`src/rtl/oven_pkg.sv`:
```
// Shared definitions for the oven cook controller: state encoding, step tables
// and the default limit values used as parameter defaults by the top level.
package oven_pkg;

  typedef enum logic [2:0] {
    ST_OFF      = 3'd0,
    ST_SET_TEMP = 3'd1,
    ST_SET_TIME = 3'd2,
    ST_COOK     = 3'd3,
    ST_DONE     = 3'd4
  } state_e;

  localparam int STEP_W       = 9;
  localparam int TEMP_DEFAULT = 300;
  localparam int TEMP_MIN     = 65;
  localparam int TEMP_MAX     = 500;
  localparam int TIME_MAX     = 1800;

  // Only a clean one-hot selection gives a nonzero step.
  function automatic logic [STEP_W-1:0] temp_step(input logic [4:0] sel);
    case (sel)
      5'b00001: return 9'd5;
      5'b00010: return 9'd10;
      5'b00100: return 9'd25;
      5'b01000: return 9'd50;
      5'b10000: return 9'd100;
      default:  return 9'd0;
    endcase
  endfunction

  function automatic logic [STEP_W-1:0] time_step(input logic [4:0] sel);
    case (sel)
      5'b00001: return 9'd5;
      5'b00010: return 9'd10;
      5'b00100: return 9'd30;
      5'b01000: return 9'd60;
      5'b10000: return 9'd300;
      default:  return 9'd0;
    endcase
  endfunction

endpackage

```
`src/rtl/key_event.sv`:
```
// Synchronises both active-low keys and turns them into one-cycle registered
// inc / dec / confirm events (3 clk from raw press to event).
module key_event (
  input  logic clk,
  input  logic rst,
  input  logic key_inc_n,
  input  logic key_dec_n,
  output logic inc_evt,
  output logic dec_evt,
  output logic cfm_evt
);

  logic [1:0] inc_sync_q, dec_sync_q;
  logic       inc_prev_q, dec_prev_q;
  logic       armed_q;
  logic       inc_evt_q, dec_evt_q, cfm_evt_q;
  logic       inc_s, dec_s, both_low;

  assign inc_s    = inc_sync_q[1];
  assign dec_s    = dec_sync_q[1];
  assign both_low = !inc_s && !dec_s;

  always_ff @(posedge clk) begin
    if (rst) begin
      inc_sync_q <= 2'b11;
      dec_sync_q <= 2'b11;
      inc_prev_q <= 1'b1;
      dec_prev_q <= 1'b1;
      armed_q    <= 1'b1;
      inc_evt_q  <= 1'b0;
      dec_evt_q  <= 1'b0;
      cfm_evt_q  <= 1'b0;
    end else begin
      inc_sync_q <= {inc_sync_q[0], key_inc_n};
      dec_sync_q <= {dec_sync_q[0], key_dec_n};
      inc_prev_q <= inc_s;
      dec_prev_q <= dec_s;
      // A single-key edge only counts while the other key is still released.
      inc_evt_q  <= inc_prev_q && !inc_s && dec_s;
      dec_evt_q  <= dec_prev_q && !dec_s && inc_s;
      cfm_evt_q  <= both_low && armed_q;
      if (both_low)
        armed_q <= 1'b0;
      else if (inc_s && dec_s)
        armed_q <= 1'b1;
    end
  end

  assign inc_evt = inc_evt_q;
  assign dec_evt = dec_evt_q;
  assign cfm_evt = cfm_evt_q;

endmodule

```
`src/rtl/oven_cook_ctrl.sv`:
```
// Oven cook controller: temperature/time entry FSM with saturating updates,
// a 1 s prescaler and the cook countdown with pause and done indication.
module oven_cook_ctrl
  import oven_pkg::*;
#(
  parameter int TEMP_W       = 10,
  parameter int TIME_W       = 13,
  parameter int TEMP_DEFAULT = oven_pkg::TEMP_DEFAULT,
  parameter int TEMP_MIN     = oven_pkg::TEMP_MIN,
  parameter int TEMP_MAX     = oven_pkg::TEMP_MAX,
  parameter int TIME_MAX     = oven_pkg::TIME_MAX,
  parameter int TICK_DIV     = 50000000
) (
  input  logic              clk,
  input  logic              rst,
  input  logic              pwr,
  input  logic              key_inc_n,
  input  logic              key_dec_n,
  input  logic [5:0]        sw,
  output logic [2:0]        state,
  output logic [TEMP_W-1:0] target_temp,
  output logic [TIME_W-1:0] target_time,
  output logic [TIME_W-1:0] remain_time,
  output logic              heater_on,
  output logic              done_pulse
);

  localparam int PS_W = (TICK_DIV > 2) ? $clog2(TICK_DIV) : 1;
  localparam logic [PS_W-1:0]   PS_LAST     = PS_W'(TICK_DIV - 1);
  localparam logic [TEMP_W:0]   TEMP_MIN_X  = (TEMP_W + 1)'(TEMP_MIN);
  localparam logic [TEMP_W:0]   TEMP_MAX_X  = (TEMP_W + 1)'(TEMP_MAX);
  localparam logic [TIME_W:0]   TIME_MAX_X  = (TIME_W + 1)'(TIME_MAX);

  state_e            state_q;
  logic [TEMP_W-1:0] temp_q;
  logic [TIME_W-1:0] time_q, remain_q;
  logic [PS_W-1:0]   ps_q;
  logic              heater_q, done_q;
  logic              inc_evt, dec_evt, cfm_evt;

  key_event u_key_event (
    .clk       (clk),
    .rst       (rst),
    .key_inc_n (key_inc_n),
    .key_dec_n (key_dec_n),
    .inc_evt   (inc_evt),
    .dec_evt   (dec_evt),
    .cfm_evt   (cfm_evt)
  );

  // One extra bit on every sum/difference so overflow and underflow are visible.
  logic [TEMP_W:0]   temp_up_w, temp_dn_w;
  logic [TIME_W:0]   time_up_w, time_dn_w;
  logic [TEMP_W-1:0] temp_inc_d, temp_dec_d;
  logic [TIME_W-1:0] time_inc_d, time_dec_d;

  assign temp_up_w  = {1'b0, temp_q} + (TEMP_W + 1)'(temp_step(sw[4:0]));
  assign temp_dn_w  = {1'b0, temp_q} - (TEMP_W + 1)'(temp_step(sw[4:0]));
  assign time_up_w  = {1'b0, time_q} + (TIME_W + 1)'(time_step(sw[4:0]));
  assign time_dn_w  = {1'b0, time_q} - (TIME_W + 1)'(time_step(sw[4:0]));

  assign temp_inc_d = (temp_up_w > TEMP_MAX_X) ? TEMP_MAX_X[TEMP_W-1:0] : temp_up_w[TEMP_W-1:0];
  assign temp_dec_d = (temp_dn_w[TEMP_W] || temp_dn_w < TEMP_MIN_X) ? TEMP_MIN_X[TEMP_W-1:0]
                                                                    : temp_dn_w[TEMP_W-1:0];
  assign time_inc_d = (time_up_w > TIME_MAX_X) ? TIME_MAX_X[TIME_W-1:0] : time_up_w[TIME_W-1:0];
  assign time_dec_d = time_dn_w[TIME_W] ? '0 : time_dn_w[TIME_W-1:0];

  always_ff @(posedge clk) begin
    if (rst || !pwr) begin
      state_q  <= ST_OFF;
      temp_q   <= TEMP_W'(TEMP_DEFAULT);
      time_q   <= '0;
      remain_q <= '0;
      ps_q     <= '0;
      heater_q <= 1'b0;
      done_q   <= 1'b0;
    end else begin
      heater_q <= 1'b0;
      done_q   <= 1'b0;
      case (state_q)
        ST_OFF: state_q <= ST_SET_TEMP;
        ST_SET_TEMP: begin
          if (cfm_evt)      state_q <= ST_SET_TIME;
          else if (inc_evt) temp_q  <= temp_inc_d;
          else if (dec_evt) temp_q  <= temp_dec_d;
        end
        ST_SET_TIME: begin
          if (cfm_evt) begin
            if (time_q != '0) begin
              remain_q <= time_q;
              ps_q     <= '0;
              state_q  <= ST_COOK;
              heater_q <= !sw[5];
            end
          end else if (inc_evt) begin
            time_q <= time_inc_d;
          end else if (dec_evt) begin
            time_q <= time_dec_d;
          end
        end
        ST_COOK: begin
          if (cfm_evt) begin
            state_q  <= ST_SET_TEMP;
            remain_q <= '0;
            ps_q     <= '0;
          end else begin
            heater_q <= !sw[5];
            if (!sw[5]) begin
              if (ps_q == PS_LAST) begin
                ps_q <= '0;
                if (remain_q <= TIME_W'(1)) begin
                  remain_q <= '0;
                  state_q  <= ST_DONE;
                  done_q   <= 1'b1;
                  heater_q <= 1'b0;
                end else begin
                  remain_q <= remain_q - TIME_W'(1);
                end
              end else begin
                ps_q <= ps_q + PS_W'(1);
              end
            end
          end
        end
        ST_DONE: begin
          remain_q <= '0;
          if (cfm_evt) state_q <= ST_SET_TEMP;
        end
        default: state_q <= ST_OFF;
      endcase
    end
  end

  assign state       = state_q;
  assign target_temp = temp_q;
  assign target_time = time_q;
  assign remain_time = remain_q;
  assign heater_on   = heater_q;
  assign done_pulse  = done_q;

endmodule

```
`config.mk`:
```
export PLATFORM = sky130hd
export DESIGN_NAME = oven_cook_ctrl
export DESIGN_NICKNAME = d
export VERILOG_FILES = /design/src/rtl/oven_pkg.sv /design/src/rtl/key_event.sv /design/src/rtl/oven_cook_ctrl.sv
export SDC_FILE = /design/constraint.sdc
export NUM_CORES = 1
export LEC_CHECK = 0
export CAP_MARGIN = 10
export CORE_MARGIN = 2
export CORE_UTILIZATION = 50
export CTS_CLUSTER_DIAMETER = 100
export DETAILED_ROUTE_END_ITERATION = 12
export HOLD_SLACK_MARGIN = 0.05
export PLACE_DENSITY_LB_ADDON = 0.15
export SLEW_MARGIN = 5
export SYNTH_ARGS = -nofsm -noshare
export SYNTH_HDL_FRONTEND = slang
export SYNTH_SLANG_ARGS = --single-unit
```
`constraint.sdc`:
```
create_clock -name clk -period 6 [get_ports clk]
set_input_delay 1.2 -clock clk [delete_from_list [all_inputs] [get_ports clk]]
set_output_delay 1.2 -clock clk [all_outputs]
set_load 0.05 [all_outputs]
```
==> impl_results.md <==
* Status: finished, final reports clean
* Final hold vios at 0
* Number of diodes at 0
* Largest net degree at the start of global routing at 36
* Hold slack at 419 ps
* Max-cap violations at 0
* DR pass1 iterations at 5
* Final non-filler cell total at 947
* Area fraction of the dominant cell type after synthesis at 26.9%
* Worst hold stages at 1
* CTS Buf Count at 9
* XOR/XNOR share of the synthesized area at 5.96%
* Syn_area_per_cell at 7.43 um2
* Rows at 39
* Mux share of post-synthesis cell area at less than 1%
* Worst path max stage delay at 580 ps
* Bufs on Longest Clock Path at 2
* Synth warn at 0
* Synth Instances at between 700 and 800
* Tcrit/Tclk final at 86.4%
* Critical path endpoint category: flop
* Lkg Pwr at 2.38 nW
* DRT Wirelength at approximately 15,000 um
* Hold path startpoint: u_key_event.dec_sync_q[0]$_SDFF_PP1_
* Nature of the critical path startpoint: input port
* Syn nets at roughly 800
* First-pass GRT wire length at ~25,000 um
* DRT antenna net count at 0
* Worst Max-Slew Pin Slew at 1150 ps
* Worst-path fanout max at 10
* Reg clk slew, reported paths at 60 ps
* Most used DFF post-synth: dfxtp_1
* Worst reg2reg endpoint: target_time[7]$_SDFFE_PP0P_
* Number of flops mapped to enable cells by yosys at 0
* Max Transition Viols Final at 0
* Critical path class: input port to flop
* Crit path time final at 5180 ps
* Fraction of the mapped netlist area in adder cells at 8.38%
* PwrDens at between 150 and 200 mW/mm2
* Placed insts at 931
* CTS tree: done
* Final core utilization at 58.2%
* Largest family of logic cells by synthesized area: simple AND/OR/NAND/NOR gates
* Wire per inst at about 16 um
* Register bit total from synthesis at slightly below 80
* Count leader, synth: nor2_1
* Grt total ovfl at 0
* CP max stage cell: a221oi_1
* Hold buffer count at CTS at 0
* Hold EP: u_key_event.dec_sync_q[1]$_SDFF_PP1_
* Starting density of the core at ~50%
* RSZ-0062 raised after global routing: no
* Netlist Area Pre-Place at roughly 0.0057 mm2
* Die footprint at 0.0123 mm2
* Post-cts sizing count at 0
* # port buffers at 51
* Min-Delay Path Class: flop to flop
* DP HPWL at 11,300 um
* Worst reg-to-reg setup slack at between 2000 and 3000 ps
* # setup viols final at 0
* Async SR Flop Fraction at 0%
* Initial antenna violation count at 0
* Reg2reg start: target_time[2]$_SDFFE_PP0P_
* Clock sink count at between 70 and 80
* Synth cell types at 75
* Clk_skew at around 9 ps
* Maximum VDD drop at 175 uV
* Syn-to-layout area delta at 15.0%
* Clock root cell: clkbuf_16
* Number of global-route vias before repair at 5,276
* Synth Area in Compound Gates at 24.4%
* GR Util All Layers at 24.8%
* Max Clk Rate at 193 MHz
* Synth top cells by count: nor2_1, dfxtp_1, nand2_1
* Area of the core at 0.0113 mm2
* Synth Area in Simple Gates at between 20 and 30%
* Delay-heaviest family, CP: compound AO/OA/AOI/OAI gates
* Critical-path cell list: clkdlybuf4s50_1 > nand2b_1 > nor4_1 > nor2_1 > inv_1 > nor2_1 > ha_1 > nand2b_1 > a221oi_1 > o221ai_1 > xnor2_1 > o311a_1 > a21oi_2 > a2111oi_0 > a211oi_1
* Via density per instance at 6.11
* Via count at 5,785
* Worst r2r path cells at 9
* Cell taking the most area after synthesis: dfxtp_1
* TNS Setup at 0 ps
* Final instance area at 0.00659 mm2
* Drt drc at 0
* Height of the die at 111 um
* H-Tree Depth at 3
* Gpl congestion at 0.924
* Clk_lat worst skew at between 300 and 400 ps
* 1st-iter DRT viols at 480
* Top Ports at 52
* Rel. slew slack at 23.6%
* Die width at 111 um
* Setup bufs post-CTS at 0
* Placement Cell Area at 0.00630 mm2
* Final #Nets at 846
* Layout cells sized above 1 at 5.47%
* Seq/Total Area, Yosys at 26.9%
* Worst EP required at approximately 6200 ps
* Top cells by area, synth: dfxtp_1, ha_1, nor2_1
* Worst Path Arrival at 5390 ps
* Bufs and invs on worst path at 2
[final cells by class]
type,instances,area (um2)
repair buffers,56,548
well taps,143,179
multi-input cells,610,3860
clock inverters,5,42.5
clock buffers,11,253
fillers,1062,4730
flip-flops and latches,77,1540
inverters,45,169
[worst max-delay path by stage]
stage / startpoint / to / slack [ps] / depth (start not counted)
finish: sw[2] / target_time[7]$_SDFFE_PP0P_ / 820 / 15
global route: sw[2] / target_time[4]$_SDFFE_PP0P_ / 590 / 15
CTS: sw[2] / target_time[0]$_SDFFE_PP0P_ / 980 / 15
detailed placement: sw[2] / target_time[7]$_SDFFE_PP0P_ / 630 / 15
global placement: sw[3] / target_time[0]$_SDFFE_PP0P_ / 900 / 14
floorplan: sw[3] / target_time[0]$_SDFFE_PP0P_ / 1560 / 15
[kinds of logic (layout without fill, tap and decap cells)]
group / count (synthesis) / after routing
flops: 77 / 77
fa+ha+maj: 36 / 36
buf+inv: 84 / 117
compound gates: 214 / 214
mux: 4 / 4
xor+xnor: 39 / 39
simple gates: 317 / 317
[flip-flops by register name (all words and copies together), names as in the netlist]
register and cells:
done_pulse 1, heater_on 1, ps_q 26, remain_time 13, state 3, target_temp 10
target_time 13, u_key_event.armed_q 1, u_key_event.cfm_evt 1, u_key_event.dec_evt 1, u_key_event.dec_prev_q 1, u_key_event.dec_sync_q 2
u_key_event.inc_evt 1, u_key_event.inc_prev_q 1, u_key_event.inc_sync_q 2
[power by group]
group | switching, mW | total (mW) | internal [mW]
Combinational | 0.0729 | 0.120 | 0.0470
Sequential | 0.00390 | 0.518 | 0.514
Clock | 0.230 | 0.538 | 0.307
[per-stage QoR]
step           setup WS, ps  power, mW
6_report                817       1.18
3_3_place_gp            898      0.645
4_1_cts                 980       1.18
5_1_grt                 585       1.22
3_5_place_dp            628      0.646
2_1_floorplan          1560      0.614
[metal layers]
layer / up-vias / wire (um) / track usage, %
met4: 0 / 291 / 8.31
met2: 181 / 7260 / 41.1
met3: 26 / 807 / 4.21
met1: 2746 / 7100 / 32.9
met5: - / 0 / 0
li1: 2832 / - / -
[layout by cell type, fill, tap and decap left out, drive strengths merged, types with 5 or more instances in the layout]
| master | netlist | final |
|---|---|---|
| a21oi | 51 | 51 |
| o211ai | 9 | 9 |
| a211oi | 10 | 10 |
| ha | 32 | 32 |
| o21a | 5 | 5 |
| nor3 | 29 | 29 |
| or4 | 6 | 6 |
| or3 | 12 | 12 |
| nand4 | 6 | 6 |
| o31ai | 7 | 7 |
| nand3 | 24 | 24 |
| nor4 | 17 | 17 |
| xor2 | 14 | 14 |
| clkdlybuf4s50 | 0 | 51 |
| a31oi | 10 | 10 |
| inv | 44 | 46 |
| nor2b | 14 | 14 |
| a221oi | 8 | 8 |
| or2 | 10 | 10 |
| a22oi | 11 | 11 |
| nor2 | 93 | 93 |
| dfxtp | 77 | 77 |
| nand2 | 61 | 61 |
| and2 | 5 | 5 |
| nand2b | 18 | 18 |
| clkbuf | 28 | 11 |
| o21ai | 59 | 59 |
| nor3b | 5 | 5 |
| xnor2 | 25 | 25 |
| a21o | 5 | 5 |
| buf | 11 | 5 |
[worst reg2reg max path: stages (launching register included)]
cell	delay (ps)
dfxtp_1	500
ha_1	400
nand2b_1	210
a221oi_1	580
o221ai_1	220
xnor2_1	260
o311a_1	250
a21oi_2	150
a2111oi_0	500
a211oi_1	90
Note: power is estimated with default switching activity, not from simulation.
